`src/rtl/stack_call_ctrl.sv`:
```
// stack_call_ctrl: sequencer for the 2-level return stack of a PIC16C57-style core.
// Converts decoded CALL / return requests into a one-cycle stack command followed
// by a one-cycle PC load strobe, and tracks stack depth with sticky
// overflow/underflow flags.
//
//   state | meaning
//   ------+---------------------------------------------------------------
//   IDLE  | waiting for call_req / ret_req, busy low
//   PUSH  | stack_op=PUSH with the captured return address on stack_in
//   POP   | stack_op=POP, pre-pop stack_top is captured into pc_next
//   LOAD  | pc_load strobe, PC takes pc_next
module stack_call_ctrl #(
  parameter int         ADDR_W  = 11,
  parameter logic [1:0] OP_PUSH = 2'd0,
  parameter logic [1:0] OP_POP  = 2'd1,
  parameter logic [1:0] OP_NONE = 2'd2
) (
  input  logic              clk,
  input  logic              rst,
  input  logic              call_req,
  input  logic              ret_req,
  input  logic [ADDR_W-1:0] call_target,
  input  logic [ADDR_W-1:0] pc,
  input  logic [ADDR_W-1:0] stack_top,
  input  logic              clr_flags,
  output logic [1:0]        stack_op,
  output logic [ADDR_W-1:0] stack_in,
  output logic              pc_load,
  output logic [ADDR_W-1:0] pc_next,
  output logic              busy,
  output logic [1:0]        depth,
  output logic              overflow,
  output logic              underflow
);

  typedef enum logic [1:0] {
    IDLE = 2'd0,
    PUSH = 2'd1,
    POP  = 2'd2,
    LOAD = 2'd3
  } state_t;

  state_t            state;
  logic [ADDR_W-1:0] tgt;

  // Single registered FSM: outputs are set for the state being entered, so
  // nothing downstream ever sees a path from the request inputs.
  always_ff @(posedge clk or posedge rst) begin
    if (rst) begin
      state     <= IDLE;
      stack_op  <= OP_NONE;
      stack_in  <= '0;
      pc_load   <= 1'b0;
      pc_next   <= '0;
      busy      <= 1'b0;
      depth     <= 2'd0;
      overflow  <= 1'b0;
      underflow <= 1'b0;
      tgt       <= '0;
    end else begin
      // Clear first; a set later in this block overrides it for the same edge.
      if (clr_flags) begin
        overflow  <= 1'b0;
        underflow <= 1'b0;
      end

      case (state)
        IDLE: begin
          stack_op <= OP_NONE;
          pc_load  <= 1'b0;
          busy     <= 1'b0;
          if (call_req) begin
            // Return address wraps naturally at the top of program memory.
            stack_in <= pc + ADDR_W'(1);
            tgt      <= call_target;
            stack_op <= OP_PUSH;
            busy     <= 1'b1;
            state    <= PUSH;
          end else if (ret_req) begin
            stack_op <= OP_POP;
            busy     <= 1'b1;
            state    <= POP;
          end
        end

        PUSH: begin
          // At full depth the stack silently drops its oldest entry.
          if (depth == 2'd2) begin
            overflow <= 1'b1;
          end else begin
            depth <= depth + 2'd1;
          end
          pc_next  <= tgt;
          stack_op <= OP_NONE;
          pc_load  <= 1'b1;
          busy     <= 1'b1;
          state    <= LOAD;
        end

        POP: begin
          // stack_top still shows the pre-pop entry at this edge; on an empty
          // stack the stale value is loaded anyway, matching the real part.
          pc_next <= stack_top;
          if (depth == 2'd0) begin
            underflow <= 1'b1;
          end else begin
            depth <= depth - 2'd1;
          end
          stack_op <= OP_NONE;
          pc_load  <= 1'b1;
          busy     <= 1'b1;
          state    <= LOAD;
        end

        LOAD: begin
          stack_op <= OP_NONE;
          pc_load  <= 1'b0;
          busy     <= 1'b0;
          state    <= IDLE;
        end

        default: begin
          stack_op <= OP_NONE;
          pc_load  <= 1'b0;
          busy     <= 1'b0;
          state    <= IDLE;
        end
      endcase
    end
  end

endmodule

```
`config.mk`:
```
export PLATFORM = sky130hd
export DESIGN_NAME = stack_call_ctrl
export DESIGN_NICKNAME = d
export VERILOG_FILES = /design/src/rtl/stack_call_ctrl.sv
export SDC_FILE = /design/constraint.sdc
export NUM_CORES = 1
export LEC_CHECK = 0
export CAP_MARGIN = 10
export CORE_ASPECT_RATIO = 0.8
export CORE_MARGIN = 4
export CORE_UTILIZATION = 40
export DETAILED_ROUTE_END_ITERATION = 12
export GPL_ROUTABILITY_DRIVEN = 0
export PLACE_DENSITY = 0.84
export SYNTH_ARGS = -nofsm -noshare
export SYNTH_HDL_FRONTEND = slang
export SYNTH_SLANG_ARGS = --single-unit
```
`constraint.sdc`:
```
create_clock -name clk -period 1.56 [get_ports clk]
set_clock_uncertainty 0.05 [all_clocks]
set_input_delay 0.39 -clock clk [delete_from_list [all_inputs] [get_ports clk]]
set_output_delay 0.39 -clock clk [all_outputs]
set_load 0.01 [all_outputs]
```
# Word-level counts from Yosys, hierarchy flattened
# Cells that the tools add are included.
[totals]
latch_bits = 0
ff_bits = 43
romBits = 0
memories = 0
wordCells = 48
ram_bits = 0
[classes]
n_mul = 0
n_eq_ne = 7
shift = 0
reduce_logical = 8
muxes = 20
div_mod_pow = 0
addsub = 3
n_bitwise = 0
n_lt_le_gt_ge = 0
[op_table]
columns = ["op", "n"]
rows = [
  ["case mux 11 bit (2 select lines)", 1],
  ["two-way mux 2 bit", 6],
  ["adder 11 x 1 -> 11 bit, second input constant", 1],
  ["two-way mux 1 bit", 8],
  ["case mux 2 bit (2 select lines)", 2],
  ["== test 2 bit, second input constant", 3],
  ["case mux 2 bit (3 select lines)", 1],
  ["logical NOT 2 bit", 2],
  ["!= test 2 bit, second input constant", 2],
  ["OR reduction 2 bit", 2],
  ["!= test 3 bit, second input constant", 1],
  ["case mux 1 bit (3 select lines)", 1],
  ["AND reduction 3 bit", 1],
  ["OR reduction 3 bit", 1],
  ["adder 2 x 1 -> 2 bit, second input constant", 1],
  ["== test 2 x 1 -> 1 bit, second input constant", 1],
  ["case mux 1 bit (2 select lines)", 1],
  ["AND reduction 2 bit", 1],
  ["nonzero test 2 bit", 1],
  ["subtractor 2 x 1 -> 2 bit, second input constant", 1],
]

# Depth between registers and ports, before layout
# Gate-level depths: netlist of the first run.
[logic_depth]
word_depth = 3
mapped_depth = 7
depth_no_buf = 5

# Worst setup path after synthesis of the first run
# OpenSTA, ideal clock, no wires.
[synth_timing]
path_kind = "flip-flop to flip-flop"
startpoint = "reg state[0]"
endpoint = "reg stack_in[5]"
slack_ps = 33
required_ps = 1428
period_less_slack_ps = 1527
n_path_buf = 2
stages_incl_launch_ff = 8
arrival_time_ps = 1395
cell_sequence = "dfrtp_1 inv_1 ha_1 and2_1 clkbuf_1 clkbuf_1 nor2_1 a31oi_1"
[synth_via]
elab_chain_len = 2
[synth_lines]
columns = ["element", "line", "source"]
rows = [
  ["start, declared", "43", "state_t state;"],
  ["start signal, assigned", "50", "state <= IDLE;"],
  ["start signal, assigned", "78", "state <= PUSH;"],
  ["start signal, assigned", "82", "state <= POP;"],
  ["logical NOT 2 bit", "67", "case (state)"],
  ["AND reduction 2 bit (no line)", "--", ""],
  ["end signal, assigned", "74", "stack_in <= pc + ADDR_W'(1);"],
  ["end, declared", "27", "output logic [ADDR_W-1:0] stack_in,"],
]
# No other way between the ends.
# A chain may end at the register's enable or synchronous reset.

# Final worst setup path of the first run
[layout_timing]
startpoint = "reg stack_op[1]"
endpoint = "out stack_op[1]"
[layout_lines]
columns = ["element", "line", "source"]
rows = [
  ["start, declared", "26", "output logic [1:0] stack_op,"],
  ["start signal, assigned", "51", "stack_op <= OP_NONE;"],
  ["start signal, assigned", "69", "stack_op <= OP_NONE;"],
  ["start signal, assigned", "76", "stack_op <= OP_PUSH;"],
]
# No word-level cell between the ends.

==> results.py, run 1 <==
metrics = {
    "yosys": {
        "postSynthCellCount": 200,
        "yosys_most_used_dff": "dfrtp_1",
        "ys_warn_count": 0,
        "ys_seq_area_frac": 0.561,
        "syn-num-nets": 242,
        "yosysUniqueCellTypes": 29,
        "synth-edff-count": 0,
        "netlist_area_sq_mm": 0.00192,
        "ys_ff_latch": 43,
        "synth-async-reset-ratio": 1.00,
        "avgSynthCellArea_sq_um": 9.60,
    },
    "layout": {
        "drive_gt1_frac": 0.132,
        "final_util": 0.635,
        "layout_common_cells": "nand2_1 (48), dfrtp_1 (42), dlygate4sd2_1 (35), clkdlybuf4s50_1 (31), buf_4 (19)",
        "final_common_cell": "nand2_1",
        "num_antenna_cells": 0,
        "fin_nets": 329,
        "area_growth_pct": 52.8,
    },
    "worst_setup_path": {
        "path_buf_inv": 1,
        "crit_arrival_ns": 1.05,
        "critPathKind": "reg -> out",
        "cp-end-kind": "output pin",
        "crit_fanout": 1,
        "cp_cell_sequence": "dlygate4sd2_1",
        "crit_required_ns": 1.12,
        "critPathSlowestCell": "dfstp_2",
        "startpoint_type": "register",
        "slowest_delay_ns": 0.51,
        "crit_family": "flip-flops",
    },
    "timing": {
        "whs_ns": 0.305,
        "finalHoldViolCount": 0,
        "period_needed_ns": 1.49,
        "finalSetupViolations": 0,
        "fin_ws_ns": 0.0699,
        "rsz0062_at_grt": "false",
        "min_period_over_period": 0.955,
        "tightestPinTransition_ns": 0.289,
        "drv_slew": 0,
        "fmax_mhz": 671,
        "max_slew_margin": 0.807,
    },
    "die": {
        "ios": 68,
        "dieArea_sq_mm": 0.00598,
        "rows": 22,
        "core-area_sq_mm": 0.00462,
        "initial_core_util": 0.415,
        "dieWidth_microns": 85.5,
        "die_h_microns": 70.0,
    },
    "routing": {
        "detail-route-antenna-nets": 0,
        "viasPerCell": 4.84,
        "drt_first_iter_violations": 68,
        "wire_per_inst_microns": 13.0,
        "drt-pass1-iter-count": 4,
        "routed_wirelength_microns": 4510,
        "routed-via-count": 1686,
        "drc": 0,
    },
    "grt": {
        "grt_pass1_wl_microns": 7690,
        "grt_antenna_before_repair": 0,
        "grt_max_degree": 19,
        "overflow": 0,
        "grt_pass1_vias": 1738,
        "grt_use_total": 0.159,
    },
    "cts": {
        "numCtsBuffers": 5,
        "path_clk_slew_ns": 0.08,
        "cts_hold_buf": 0,
        "clockBufferDepth": 2,
        "cts_tree": "yes",
        "clock_sinks": 43,
        "clk-insertion-delay-late_ns": 0.28,
        "h-tree-depth": 2,
        "cts-root-buf": "clkbuf_8",
    },
    "hold_path": {
        "worst_hold_path_type": "in -> async",
    },
    "placement": {
        "preCtsSetupSlack_ns": -0.451,
        "hpwl_microns": 3520,
        "io_buffers": 67,
    },
    "power_and_ir_drop": {
        "ir_worst_vdd_mv": 0.923,
        "power_density_mw_per_mm2": 1840,
        "p_leak_nw": 1.37,
        "total_power_w": 0.00539,
    },
    "flow_run": {
        "cap_violations": 0,
    },
    "outcome": {
        "status": "complete, no violations",
    },
}
-- sequential cells by signal (all words and copies together), names as in the netlist --
signal and cells:
stack_op 2, pc_next 11, busy 1, pc_load 1, depth 2, tgt 11, overflow 1, underflow 1
state 2, stack_in 11
-- cells by family after synthesis --
| logic type | Yosys count | share of synthesized area |
|---|---|---|
| AO/OA/AOI/OAI | 34 | 0.0964 |
| adder cells (fa/ha/maj) | 4 | 0.0261 |
| flip-flops | 43 | 0.561 |
| buffers and inverters | 16 | 0.0319 |
| multiplexers | 12 | 0.0625 |
| XOR/XNOR | 3 | 0.0137 |
| AND/OR/NAND/NOR | 88 | 0.208 |
-- cells in the mapped netlist, types with 4 or more instances --
cell | instances | area (sq um)
o21ai_0 | 11 | 55.1
ha_1 | 4 | 50.1
dfrtp_1 | 42 | 1050
mux2i_1 | 12 | 120
a21oi_1 | 13 | 65.1
clkbuf_1 | 8 | 30.0
a31oi_1 | 6 | 37.5
nand3_1 | 5 | 25.0
nor2_1 | 17 | 63.8
inv_1 | 6 | 22.5
nand2_1 | 48 | 180
-- final timing paths --
check / from / to / slack [ns] / cells after the start
worst min-delay path: rst / pc_next[9]$_DFFE_PP0P_ / 0.31 / 2
max in group asynchronous: rst / pc_next[10]$_DFFE_PP0P_ / 0.77 / 3
worst max register to register: state[0]$_DFFE_PP0P_ / stack_in[6]$_DFFE_PP0P_ / 0.14 / 6
min in group clk: tgt[4]$_DFFE_PP0P_ / tgt[4]$_DFFE_PP0P_ / 0.43 / 2
worst min register to register: tgt[4]$_DFFE_PP0P_ / tgt[4]$_DFFE_PP0P_ / 0.43 / 2
worst max-delay path: stack_op[1]$_DFF_PP1_ / stack_op[1] / 0.07 / 1
-- cell type report --
class / instances / area [sq um]
Sequential cell: 43 / 1080
Timing Repair Buffer: 90 / 852
Fill cell: 416 / 1690
Clock buffer: 6 / 82.6
Clock inverter: 2 / 35.0
Multi-Input combinational cell: 141 / 791
Tap cell: 60 / 75.1
Inverter: 6 / 22.5
-- routing by layer --
layer / global-route usage / up-vias / routed length, microns
met5: 0 / - / 0
met4: 0.0439 / 0 / 53
met3: 0.0401 / 7 / 263
met2: 0.268 / 47 / 2190
met1: 0.202 / 788 / 2000
li1: - / 844 / -
-- where the power goes --
part | switching (W) | internal, W | total, W
combinational | 0.00133 | 0.00122 | 0.00256
clock | 0.000356 | 0.000518 | 0.000874
sequential | 0.000271 | 0.00169 | 0.00196
total | 0.00196 | 0.00343 | 0.00539
-- stage by stage --
step | instances | TNS, ns | area (sq um)
floorplan | 200 | 0 | 1920
global placement | 338 | -2.31 | 2840
detailed placement | 338 | -2.66 | 2840
CTS | 348 | 0 | 2930
global route | 348 | 0 | 2940
finish | 348 | 0 | 2940
-- repair_timing --
item | CTS | global route
setup buffers | 2 | 0
pin swaps | 0 | 3
endpoints found under the setup margin | 34 | 3
resized for setup | 36 | 2
gates cloned | 0 | 0
Power figures use the tool's default switching activity.
==> run 2, diff against run 1 <==
--- a/config.mk
+++ b/config.mk
@@ -12,6 +12,7 @@
 export DETAILED_ROUTE_END_ITERATION = 12
 export GPL_ROUTABILITY_DRIVEN = 0
 export PLACE_DENSITY = 0.84
+export SETUP_SLACK_MARGIN = 0.05
 export SYNTH_ARGS = -nofsm -noshare
 export SYNTH_HDL_FRONTEND = slang
 export SYNTH_SLANG_ARGS = --single-unit
==> run 2 against run 1 <==
Net effect: first-iteration DRC count increased by 19%; critical endpoint is now stack_in[10]$_DFFE_PP0P_; cell area decreased by 1.0%; sequential share of layout area increased by 0.38 points; clock-buffer cell count increased by 1; critical path depth increased by 3; largest cell class unchanged; highest routed layer unchanged; hold slack improved by 0.087 ns.
==> results.py, run 2 (same netlist as run 1, synthesis figures left out) <==
metrics = {
    "timing": {
        "rsz0062_at_grt": "true",
        "finalSetupViolations": 0,
        "fmax_mhz": 674,
        "drv_slew": 0,
        "max_slew_margin": 0.837,
        "fin_ws_ns": 0.0754,
        "period_needed_ns": 1.48,
        "tns_ns": 0,
        "tightestPinTransition_ns": 0.244,
        "min_period_over_period": 0.952,
        "finalHoldViolCount": 0,
    },
    "grt": {
        "grt_use_total": 0.161,
        "grt_pass1_vias": 1631,
        "overflow": 0,
        "grt_max_degree": 44,
        "grt_pass1_wl_microns": 7700,
        "grt_antenna_before_repair": 0,
    },
    "worst_setup_path": {
        "slowest_delay_ns": 0.49,
        "crit_cells": 4,
        "startpoint_type": "input port",
        "cp_cell_sequence": "clkdlybuf4s50_1 -> nand4_1 -> or4_1 -> a31oi_1",
        "reg2reg_slack_ns": 0.13,
        "crit_family": "simple AND/OR/NAND/NOR gates",
        "rr_startpoint": "state[0]$_DFFE_PP0P_",
        "crit_required_ns": 1.73,
        "critPathKind": "in -> reg",
        "crit_arrival_ns": 1.65,
        "critPathSlowestCell": "clkdlybuf4s50_1",
        "crit_fanout": 4,
        "timing.rr.end": "depth[1]$_DFFE_PP0P_",
        "cp-end-kind": "register",
        "path_buf_inv": 1,
        "rr_worst_depth": 6,
    },
    "placement": {
        "io_buffers": 67,
        "hpwl_microns": 3310,
        "preCtsSetupSlack_ns": -0.400,
    },
    "routing": {
        "routed-via-count": 1662,
        "detail-route-antenna-nets": 0,
        "routed_wirelength_microns": 4540,
        "drc": 0,
        "drt-pass1-iter-count": 4,
        "drt_first_iter_violations": 81,
        "wire_per_inst_microns": 13.1,
        "viasPerCell": 4.79,
    },
    "cts": {
        "clk-insertion-delay-late_ns": 0.29,
        "cts_hold_buf": 0,
        "h-tree-depth": 2,
        "cts_tree": "yes",
        "path_clk_slew_ns": 0.08,
        "clockBufferDepth": 2,
        "cts-root-buf": "clkbuf_8",
        "clock_sinks": 43,
        "numCtsBuffers": 5,
    },
    "power_and_ir_drop": {
        "power_density_mw_per_mm2": 1830,
        "ir_worst_vdd_mv": 1.03,
        "p_sw_frac": 0.374,
        "combPwrFrac": 0.496,
        "p_switching_w": 0.00199,
        "p_leak_nw": 1.35,
        "internal_power_w": 0.00333,
        "seq_power_share": 0.367,
        "clkPwrFrac": 0.137,
    },
    "hold_path": {
        "worst_hold_path_type": "in -> async",
    },
    "layout": {
        "fin_nets": 328,
        "drive_gt1_frac": 0.122,
        "fill_cells": 418,
        "reg_top3": "pc_next x11, stack_in x11, tgt x11",
        "final_common_cell": "nand2_1",
        "area_growth_pct": 51.3,
        "num_antenna_cells": 0,
        "layout_common_cells": "nand2_1 (48), dfrtp_1 (42), dlygate4sd2_1 (35), clkdlybuf4s50_1 (31)",
        "final_util": 0.628,
    },
    "die": {
        "ios": 68,
        "initial_core_util": 0.415,
        "die_h_microns": 70.0,
        "dieWidth_microns": 85.5,
        "dieArea_sq_mm": 0.00598,
        "rows": 22,
        "core-area_sq_mm": 0.00462,
    },
    "outcome": {
        "status": "complete, no violations",
    },
    "flow_run": {
        "cap_violations": 0,
    },
}
==> run 2: worst max-delay path by stage <==
stage                                     to                   from
global placement     stack_in[9]$_DFFE_PP0P_                  pc[0]
floorplan             pc_next[0]$_DFFE_PP0P_   state[0]$_DFFE_PP0P_
finish              stack_in[10]$_DFFE_PP0P_                  pc[8]
detailed placement   stack_in[9]$_DFFE_PP0P_                  pc[0]
global route                     stack_op[1]  stack_op[1]$_DFF_PP1_
CTS                              stack_op[1]  stack_op[1]$_DFF_PP1_
==> run 2: layout make-up <==
type,instances,area [sq um],share of cell area
sequential,43,1080,0.371
timing repair buffer,89,855,0.294
multi-input combinational,141,785,0.270
clock buffer,7,86.3,0.0297
tap,60,75.1,0.0258
inverter,6,22.5,0.00775
clock inverter,1,5.00,0.00172
==> run 2: worst register-to-register path, delay by kind of cell (launching register included) <==
family / cells / cell delay, ns
adders and majority gates: 1 / 0.29
DFF: 1 / 0.41
buffers and inverters: 2 / 0.27
AOI/OAI and AO/OA: 1 / 0.15
and+or+nand+nor: 2 / 0.15
==> run 2: through the flow <==
| stage | total power (W) | hold slack (ns) | cells | area [sq um] |
|---|---|---|---|---|
| floorplan | 0.00343 | 0.395 | 200 | 1920 |
| global placement | 0.00479 | 0.407 | 338 | 2850 |
| detailed placement | 0.00487 | 0.412 | 338 | 2850 |
| CTS | 0.00535 | 0.402 | 347 | 2900 |
| global route | 0.00576 | 0.423 | 347 | 2910 |
| finish | 0.00532 | 0.392 | 347 | 2910 |
==> run 2: timing repair <==
item                       CTS  global route
pin swaps                    3             0
resized for setup           36             2
gates cloned                 0             0
buffers inserted             1             0
setup endpoints to repair   36             5
==> run 2: metal layers <==
layer / share of wire / track usage / wire (microns) / vias up
met1: 0.46 / 0.216 / 2080 / 766
met2: 0.47 / 0.255 / 2130 / 42
met3: 0.057 / 0.0425 / 258 / 7
met5: 0 / 0 / 0 / -
met4: 0.013 / 0.0457 / 57 / 0
li1: - / - / - / 847
==> run 2: power by group through the flow <==
stage	Sequential (W)	Combinational, W	Clock (W)
2_1_floorplan	0.00215	0.00128	0
6_report	0.00195	0.00264	0.000728
5_1_grt	0.00204	0.00293	0.000794
3_3_place_gp	0.00199	0.00281	0
3_5_place_dp	0.00200	0.00287	0
4_1_cts	0.00196	0.00265	0.000741
